<file path="config.mk">
export PLATFORM = sky130hd
export DESIGN_NAME = multi_counter_display
export DESIGN_NICKNAME = d
export VERILOG_FILES = /design/src/rtl/seg7_pkg.sv /design/src/rtl/button_debounce.sv /design/src/rtl/multi_counter_display.sv
export SDC_FILE = /design/constraint.sdc
export NUM_CORES = 1
export LEC_CHECK = 0
export ABC_AREA = 1
export CORE_MARGIN = 5
export CORE_UTILIZATION = 60
export CTS_CLUSTER_SIZE = 20
export DETAILED_ROUTE_END_ITERATION = 8
export PLACE_DENSITY = 0.77
export SLEW_MARGIN = 20
export SYNTH_ARGS = -nofsm -noshare
export SYNTH_HDL_FRONTEND = slang
export SYNTH_HIERARCHICAL = 1
export SYNTH_SLANG_ARGS = --single-unit
export TNS_END_PERCENT = 10
</file>
<file path="constraint.sdc">
create_clock -name clk -period 2.1 [get_ports clk]
set_input_delay 0.42 -clock clk [delete_from_list [all_inputs] [get_ports clk]]
set_output_delay 0.42 -clock clk [all_outputs]
set_load 0.005 [all_outputs]
</file>
<file path="src/rtl/seg7_pkg.sv">
`default_nettype none
// ============================================================================
// Module   : seg7_pkg
// Brief    : Seven-segment encode table and display radix constants shared by
//            the multi-channel counter display.
// Revision : 1.0 - initial release
// ============================================================================
package seg7_pkg;

    // Values accepted by the MODE parameter of the top level
    localparam logic [23:0] c_MODE_HEX = "HEX";
    localparam logic [23:0] c_MODE_DEC = "DEC";

    // All segments and the decimal point dark (active-low)
    localparam logic [7:0] c_SEG_BLANK = 8'hFF;

    // Nibble to active-low cathode pattern, bit 7 is the decimal point (kept off)
    function automatic logic [7:0] seg7_encode(input logic [3:0] i_nib);
        logic [7:0] w_seg;
        case (i_nib)
            4'h0:    w_seg = 8'hC0;
            4'h1:    w_seg = 8'hF9;
            4'h2:    w_seg = 8'hA4;
            4'h3:    w_seg = 8'hB0;
            4'h4:    w_seg = 8'h99;
            4'h5:    w_seg = 8'h92;
            4'h6:    w_seg = 8'h82;
            4'h7:    w_seg = 8'hF8;
            4'h8:    w_seg = 8'h80;
            4'h9:    w_seg = 8'h90;
            4'hA:    w_seg = 8'h88;
            4'hB:    w_seg = 8'h83;
            4'hC:    w_seg = 8'hC6;
            4'hD:    w_seg = 8'hA1;
            4'hE:    w_seg = 8'h86;
            default: w_seg = 8'h8E;
        endcase
        return w_seg;
    endfunction

endpackage
`default_nettype wire

</file>
<file path="src/rtl/button_debounce.sv">
`default_nettype none
// ============================================================================
// Module   : button_debounce
// Brief    : Two-flop synchroniser followed by a level debouncer. After reset
//            the debouncer stays disarmed until the button is seen released,
//            so a button held through reset cannot produce a press.
// Revision : 1.0 - initial release
// ============================================================================
module button_debounce #(
    parameter int DEBOUNCE_CYCLES = 1_000_000
) (
    input  logic clk,
    input  logic rst,
    input  logic i_btn,
    output logic o_level
);

    localparam int c_CNT_W = (DEBOUNCE_CYCLES > 1) ? $clog2(DEBOUNCE_CYCLES) : 1;
    localparam logic [c_CNT_W-1:0] c_CNT_LAST = c_CNT_W'(DEBOUNCE_CYCLES - 1);

    logic [1:0]         r_sync;
    logic [1:0]         r_vld;
    logic               r_armed;
    logic [c_CNT_W-1:0] r_cnt;
    logic               r_level;

    // Synchronise, track pipeline validity, arm on a real release, debounce
    always_ff @(posedge clk) begin
        if (rst) begin
            r_sync  <= 2'b00;
            r_vld   <= 2'b00;
            r_armed <= 1'b0;
            r_cnt   <= '0;
            r_level <= 1'b0;
        end else begin
            r_sync <= {r_sync[0], i_btn};
            // r_sync[1] only reflects the pin once both flops reloaded after reset
            r_vld  <= {r_vld[0], 1'b1};
            if (r_vld[1] && !r_sync[1]) begin
                r_armed <= 1'b1;
            end
            if (!r_armed || (r_sync[1] == r_level)) begin
                r_cnt <= '0;
            end else if (r_cnt == c_CNT_LAST) begin
                r_cnt   <= '0;
                r_level <= r_sync[1];
            end else begin
                r_cnt <= r_cnt + 1'b1;
            end
        end
    end

    assign o_level = r_level;

endmodule
`default_nettype wire

</file>
<file path="src/rtl/multi_counter_display.sv">
`default_nettype none
// ============================================================================
// Module   : multi_counter_display
// Brief    : Per-channel debounced button counters (HEX or BCD) shown on a
//            multiplexed, active-low seven-segment display.
// Revision : 1.0 - initial release
// ============================================================================
module multi_counter_display
    import seg7_pkg::*;
#(
    parameter     MODE               = "HEX",
    parameter int NUM_CHANNELS       = 2,
    parameter int DIGITS_PER_CHANNEL = 4,
    parameter int CLK_PER            = 10,
    parameter int REFR_RATE          = 1000,
    parameter int DEBOUNCE_CYCLES    = 1_000_000,
    parameter int BLANK_LZ           = 0
) (
    input  logic                                       clk,
    input  logic                                       CPU_RESET,
    input  logic [NUM_CHANNELS-1:0]                    BTN,
    input  logic [NUM_CHANNELS-1:0]                    CLR,
    output logic [NUM_CHANNELS*DIGITS_PER_CHANNEL-1:0] anode,
    output logic [7:0]                                 cathode
);

    localparam int c_TOTAL     = NUM_CHANNELS * DIGITS_PER_CHANNEL;
    localparam int c_CNT_W     = 4 * DIGITS_PER_CHANNEL;
    localparam bit c_IS_DEC    = (MODE == c_MODE_DEC);
    localparam int c_TICKS_RAW = 1_000_000_000 / (CLK_PER * REFR_RATE * c_TOTAL);
    localparam int DIGIT_TICKS = (c_TICKS_RAW < 1) ? 1 : c_TICKS_RAW;
    localparam int c_TICK_W    = (DIGIT_TICKS > 1) ? $clog2(DIGIT_TICKS) : 1;
    localparam int c_IDX_W     = (c_TOTAL > 1) ? $clog2(c_TOTAL) : 1;
    localparam logic [c_TICK_W-1:0] c_TICK_LAST = c_TICK_W'(DIGIT_TICKS - 1);
    localparam logic [c_IDX_W-1:0]  c_IDX_LAST  = c_IDX_W'(c_TOTAL - 1);

    logic                                 rst;
    logic [NUM_CHANNELS-1:0]              w_level;
    logic [NUM_CHANNELS-1:0]              r_level_d;
    logic [NUM_CHANNELS-1:0][c_CNT_W-1:0] r_count;
    logic [c_TICK_W-1:0]                  r_tick;
    logic [c_IDX_W-1:0]                   r_idx;
    logic [c_TOTAL-1:0]                   w_anode;
    logic [c_TOTAL-1:0]                   r_anode;
    logic [7:0]                           r_cathode;
    logic [3:0]                           w_nib   [c_TOTAL];
    logic                                 w_blank [c_TOTAL];

    assign rst = CPU_RESET;

    // BCD increment with ripple carry; digits at 9 (or corrupt) roll to 0
    function automatic logic [c_CNT_W-1:0] bcd_inc(input logic [c_CNT_W-1:0] i_val);
        logic [c_CNT_W-1:0] w_res;
        logic               w_carry;
        w_res   = i_val;
        w_carry = 1'b1;
        for (int k = 0; k < DIGITS_PER_CHANNEL; k++) begin
            if (w_carry) begin
                if (i_val[4*k +: 4] >= 4'd9) begin
                    w_res[4*k +: 4] = 4'd0;
                end else begin
                    w_res[4*k +: 4] = i_val[4*k +: 4] + 4'd1;
                    w_carry         = 1'b0;
                end
            end
        end
        return w_res;
    endfunction

    for (genvar c = 0; c < NUM_CHANNELS; c++) begin : g_chan
        button_debounce #(
            .DEBOUNCE_CYCLES(DEBOUNCE_CYCLES)
        ) u_debounce (
            .clk    (clk),
            .rst    (rst),
            .i_btn  (BTN[c]),
            .o_level(w_level[c])
        );
    end

    // Count debounced rising edges per channel; clear wins over increment
    always_ff @(posedge clk) begin
        if (rst) begin
            r_count   <= '0;
            r_level_d <= '0;
        end else begin
            r_level_d <= w_level;
            for (int c = 0; c < NUM_CHANNELS; c++) begin
                if (CLR[c]) begin
                    r_count[c] <= '0;
                end else if (w_level[c] && !r_level_d[c]) begin
                    r_count[c] <= c_IS_DEC ? bcd_inc(r_count[c]) : r_count[c] + 1'b1;
                end
            end
        end
    end

    // Flatten channel counts into per-digit nibbles, anode bits and blanking
    for (genvar d = 0; d < c_TOTAL; d++) begin : g_digit
        localparam int c_CH  = d / DIGITS_PER_CHANNEL;
        localparam int c_NIB = d % DIGITS_PER_CHANNEL;
        assign w_nib[d]   = r_count[c_CH][4*c_NIB +: 4];
        assign w_anode[d] = (r_idx != c_IDX_W'(d));
        if (c_NIB == 0) begin : g_lsd
            assign w_blank[d] = 1'b0;
        end else begin : g_upper
            // Blank only when this nibble and everything above it are zero
            assign w_blank[d] = (BLANK_LZ != 0) && (r_count[c_CH][c_CNT_W-1:4*c_NIB] == '0);
        end
    end

    // Step the scan and register anode and cathode from the same digit index
    always_ff @(posedge clk) begin
        if (rst) begin
            r_tick    <= '0;
            r_idx     <= '0;
            r_anode   <= '1;
            r_cathode <= c_SEG_BLANK;
        end else begin
            r_anode   <= w_anode;
            r_cathode <= w_blank[r_idx] ? c_SEG_BLANK : seg7_encode(w_nib[r_idx]);
            if (r_tick == c_TICK_LAST) begin
                r_tick <= '0;
                r_idx  <= (r_idx == c_IDX_LAST) ? '0 : r_idx + 1'b1;
            end else begin
                r_tick <= r_tick + 1'b1;
            end
        end
    end

    assign anode   = r_anode;
    assign cathode = r_cathode;

endmodule
`default_nettype wire

</file>
## Yosys cells after proc, flatten, opt, wreduce, memory -nomap -nowiden

Memories as Yosys holds them, arrays and structs flattened. A register that Yosys moved wholly into a read port is not among the register bits.
Cells that the tools add are included.

- Output and inout port bits: 16
- Logic and storage cells: 73
- Bits in read-only memories: 120
- Input port bits: 6
- Memories kept: 2
- Bits in registers: 119

Memories:

| name | words | bits a word | read ports | clocked after Yosys merged registers in | write ports | RTL line | text |
|---|---|---|---|---|---|---|---|
| (no name shown) | 16 | 7 | 1 | 1 | 0 | seg7_pkg.sv:20 | `case (i_nib)` |
| (no name shown) | 8 | 1 | 1 | 0 | 0 | multi_counter_display.sv:121 | `r_cathode <= w_blank[r_idx] ? c_SEG_BLANK : seg7_encode(w_nib[r_idx]);` |

- Multiplexer cells: 8
- Bitwise operators: 3
- Order comparisons: 1
- Eq/ne operators: 13
- Add/sub/neg operators: 6
- Reduce and logical (&&, ||, !) cells: 21

Operators with widths:

| kind | count |
|---|---|
| $add 20x1->20 const B | 2 |
| $eq 20x20->1 const B | 2 |
| $add 16x1->16 const B | 2 |
| $add 14x1->14 const B | 1 |
| $eq 14x14->1 const B | 1 |
| $bmux 4 s3 | 1 |
| $ne 3x3->1 const B | 4 |
| $mux 4 | 2 |
| $reduce_or 2->1 | 4 |
| $logic_not 1->1 | 6 |
| $ne 3x2->1 const B | 2 |
| $reduce_or 3->1 | 2 |
| $ge 4x4->1 const B | 1 |
| $logic_and 1x1->1 | 4 |
| $mux 1 | 4 |
| $not 3->4 | 1 |
| $reduce_and 2->1 | 2 |
| $add 3x1->3 const B | 1 |
| $eq 3x3->1 const B | 1 |
| $mux 3 | 1 |
| $ne 3x1->1 const B | 1 |
| $reduce_bool 3->1 | 1 |
| $eq 1x1->1 | 2 |
| $logic_or 1x1->1 | 2 |
| $not 1->1 | 2 |

## Logic depth before layout (Yosys ltp)

Gate-level depths: netlist (run 1).

- Word-level depth: 5
- Depth in mapped cells: 12

## By module

The synthesis (run 1) kept the hierarchy.

Modules (own cells, without submodules):

| module | instances | sequential area each (sq um) | cells each | area each (sq um) |
|---|---|---|---|---|
| multi_counter_display | 1 | 1321.3 | 498 | 3510.9 |
| button_debounce | 2 | 520.5 | 188 | 1280.0 |

## Least setup slack after synthesis (run 1)

No wires, ideal clock.

- Path type: register to register
- From: register r_idx[0]
- To: register r_cathode[5] (netlist: cathode[5])
- Path slack: 456 ps
- Clock period less this slack: 1644 ps
- Stages on the path, launching flop included: 13
- Arrival: 1510 ps
- Path through: dfxtp_1 buf_4 buf_6 nand2_1 nand3_1 nand3_1 nand2_2 inv_1 ha_1 nand3_1 nand2_1 nand2_1 nand3_1

- Longest elaborated chain between the ends: 5

RTL lines:

| what | RTL line | text |
|---|---|---|
| start: declaration | multi_counter_display.sv:42 | `logic [c_IDX_W-1:0] r_idx;` |
| start signal: assignment | multi_counter_display.sv:124 | `r_idx <= (r_idx == c_IDX_LAST) ? '0 : r_idx + 1'b1;` |
| $not 3->4 (not written as such) (*) | multi_counter_display.sv:121 |  |
| $mem_v2 8x1 | -- |  |
| $mux 1 (not written as such) (2 in series) | multi_counter_display.sv:121 |  |
| $reduce_or 2->1 (no line) | -- |  |
| end: declaration | multi_counter_display.sv:45 | `logic [7:0] r_cathode;` |

Mark *: on every way between the ends. The rest lies on a longest branch, timed or not. The select of a mux whose other input is x is not followed.
A chain may end at the register's enable or synchronous reset.

## Worst setup path after layout (run 1)

- From: register r_idx[1]
- To: register r_cathode[5] (netlist: cathode[5])

Same word-level chain as after synthesis.

==> reports/qor.yml, run 1 <==
pre_cts_ws_ns: 0.0704
die-area_mm2: 0.0122
syn_nets: 897
finClkSkew_ns: 0.00462
diodes: 0
track_usage_pct: 21.2
cp_common_cell: "nand3_1"
path_max_fanout: 10
start_util_pct: 61.8
avgSynthCellArea_um2: 6.95
path_buf_inv: 2
io_pins: 22
cts_hold_buf: 0
crit_chain: "inv_2 -> nand3_1 -> nand3_1 -> nand2_2 -> inv_1 -> ha_1 -> nand3_1 -> nand2_1 -> nand2_1 -> nand3_1"
final_cell_count_no_fill: 1053
vias: 5421
dp_hpwl_mm: 8.80
fp.coreArea_mm2: 0.00982
rows: 36
clock-root-buffer: "clkbuf_8"
cts_resized: 0
cp_slowest_cell: "dfxtp_1"
port-buffer-count: 20
tns_ns: 0
clk_path_buf_depth: 2
worstHoldStart: "g_chan[0].u_debounce/r_sync[0]$_SDFF_PP0_"
min_period_ns: 1.87
synth.yosys.seq_area_share_pct: 38.9
htreeDepth: 4
fin_area_mm2: 0.00699
routed_via_density: 5.15
placedCellCount: 1021
syn_inst: 874
min_period_over_period_pct: 88.9
syn_area_mm2: 0.00607
nets: 930
slew_headroom_pct: 49.7
start_kind: "register"
grt_pass1_vias: 5114
hold_viol: 0
status: "finished clean"
rsz0062_at_grt: "no"
cts_sinks: 118
drtIter0Drc: 451
place_congestion: 0.934
placed_cell_area_mm2: 0.00638
vdd_drop_max_v: 0.000709
crit_type: "register to register"
die_w_um: 111
grt_pass1_wl_mm: 22.1
rr_startpoint: "r_idx[1]$_SDFFE_PP0N_"
end_kind: "register"
power_density_mw_per_mm2: 766
setup_viol: 0
drc: 0
clock.fmax_ghz: 0.536
die_height_um: 111
ys_seq_elements: 118
first_pass_iters: 5
yosys_warnings: 13
final_cell_mix: "205 x nand2_1, 126 x nor2_1, 118 x dfxtp_1"
antenna_found_initial: 0
hold_class: "register to register"
report.final.slew_viol_count: 0
critical-path-top-delay-family: "simple AND/OR/NAND/NOR gates"
cts_tree: "yes"
cts.clk_slew.worst_paths_ns: 0.05
yosysUniqueCellTypes: 37
worst_hold_slack_ns: 0.406
leakagePower_nw: 2.65
drt_wl_total_mm: 12.4
fill_cells: 792
wl_per_cell_um: 11.8
antenna_left: 0
critical_path_required_ns: 2.51
cts_made_buffers: 17
worstMarginPinSlew_ns: 0.751
drive_gt1_share_pct: 11.1
crit_start: "r_idx[1]$_SDFFE_PP0N_"
clkLatencyLatePin_ns: 0.52
grt_max_degree: 20
area_growth_pct: 15.2
final_common_cell: "nand2_1"
overflow: 0
max_cap_violations: 0
crit_arrival_ns: 2.27
cpPeakStageDelay_ns: 0.57
setup_ws_ns: 0.233
post_cts_buffers: 0
[per-layer routing]
metal / share of wire, % / vias up / wire length [um] / global-route usage, %
li1: - / 2824 / - / -
met1: 45 / 2456 / 5590 / 25.3
met2: 49 / 108 / 6120 / 35.9
met3: 3.8 / 33 / 468 / 5.20
met4: 2.1 / 0 / 264 / 9.52
met5: 0 / - / 0 / 0
[flip-flops by register name (all words and copies together), names as in the netlist]
name                       flops
anode                          8
cathode                        7
g_chan.u_debounce/o_level      2
g_chan.u_debounce/r_armed      2
g_chan.u_debounce/r_cnt       40
g_chan.u_debounce/r_sync       4
g_chan.u_debounce/r_vld        4
r_count                       32
r_idx                          3
r_level_d                      2
r_tick                        14
[power by group]
group	internal [mW]	switching, mW	leakage, nW
logic	0.0431	0.0588	1.40
registers	2.26	0.00805	0.956
clock network	2.02	0.970	0.295
total	4.32	1.04	2.65
[area by class of cell]
class | count | area [um^2] | area share [%]
timing repair buffer | 26 | 245 | 3.51
clock inverter | 8 | 145 | 2.08
tap | 133 | 166 | 2.38
multi-input combinational | 621 | 3140 | 44.9
sequential | 118 | 2360 | 33.8
inverter | 123 | 462 | 6.60
clock buffer | 24 | 470 | 6.73
[through the flow]
stage	power, mW	utilization, %
2_1_floorplan	2.38	-
3_3_place_gp	2.42	65.0
3_5_place_dp	2.42	65.0
4_1_cts	5.43	71.2
5_1_grt	5.56	71.2
6_report	5.36	71.2
[cell usage after synthesis, drive strengths merged]
master / instances / area [um^2]
dfxtp: 118 / 2360
nand3: 89 / 490
or2: 9 / 56.3
nor4: 1 / 21.3
clkbuf: 1 / 3.75
nand3b: 2 / 15.0
o21bai: 1 / 7.51
xnor2: 5 / 43.8
nor3: 29 / 171
ha: 17 / 213
nand2: 217 / 870
nand4: 10 / 62.6
xor2: 11 / 96.3
o21ai: 22 / 110
a21oi: 49 / 279
conb: 1 / 3.75
buf: 11 / 100
a211oi: 1 / 7.51
nor2: 150 / 643
o21a: 1 / 7.51
inv: 123 / 462
nor3b: 6 / 45.0
[worst min-delay path: stages, from the launching register on]
cell     delay (ns)
dfxtp_1        0.29
inv_1          0.04
nor2_1         0.03
[cell families after synthesis]
logic type	synth area share [%]
buffers and inverters	9.32
and+or+nand+nor	39.1
other	0.0618
adders and majority gates	3.50
AOI/OAI and AO/OA	6.78
xor gates and xnor gates	2.31
DFF	38.9
[worst paths after layout]
check / to / slack (ns) / cells past startpoint
worst max-delay path: cathode[5]$_SDFF_PP1_ / 0.23 / 10
worst min register to register: g_chan[0].u_debounce/r_sync[1]$_SDFF_PP0_ / 0.41 / 2
worst max register to register: cathode[5]$_SDFF_PP1_ / 0.23 / 10
worst min-delay path: g_chan[0].u_debounce/r_sync[1]$_SDFF_PP0_ / 0.41 / 2
Power figures use the tool's default switching activity.
==> run 2: changes to the inputs <==
--- a/config.mk
+++ b/config.mk
@@ -16,4 +16,3 @@
 export SYNTH_HDL_FRONTEND = slang
 export SYNTH_HIERARCHICAL = 1
 export SYNTH_SLANG_ARGS = --single-unit
-export TNS_END_PERCENT = 10
==> results of run 2 <==
The final DEF is identical to that of run 1; final timing and power are the same.
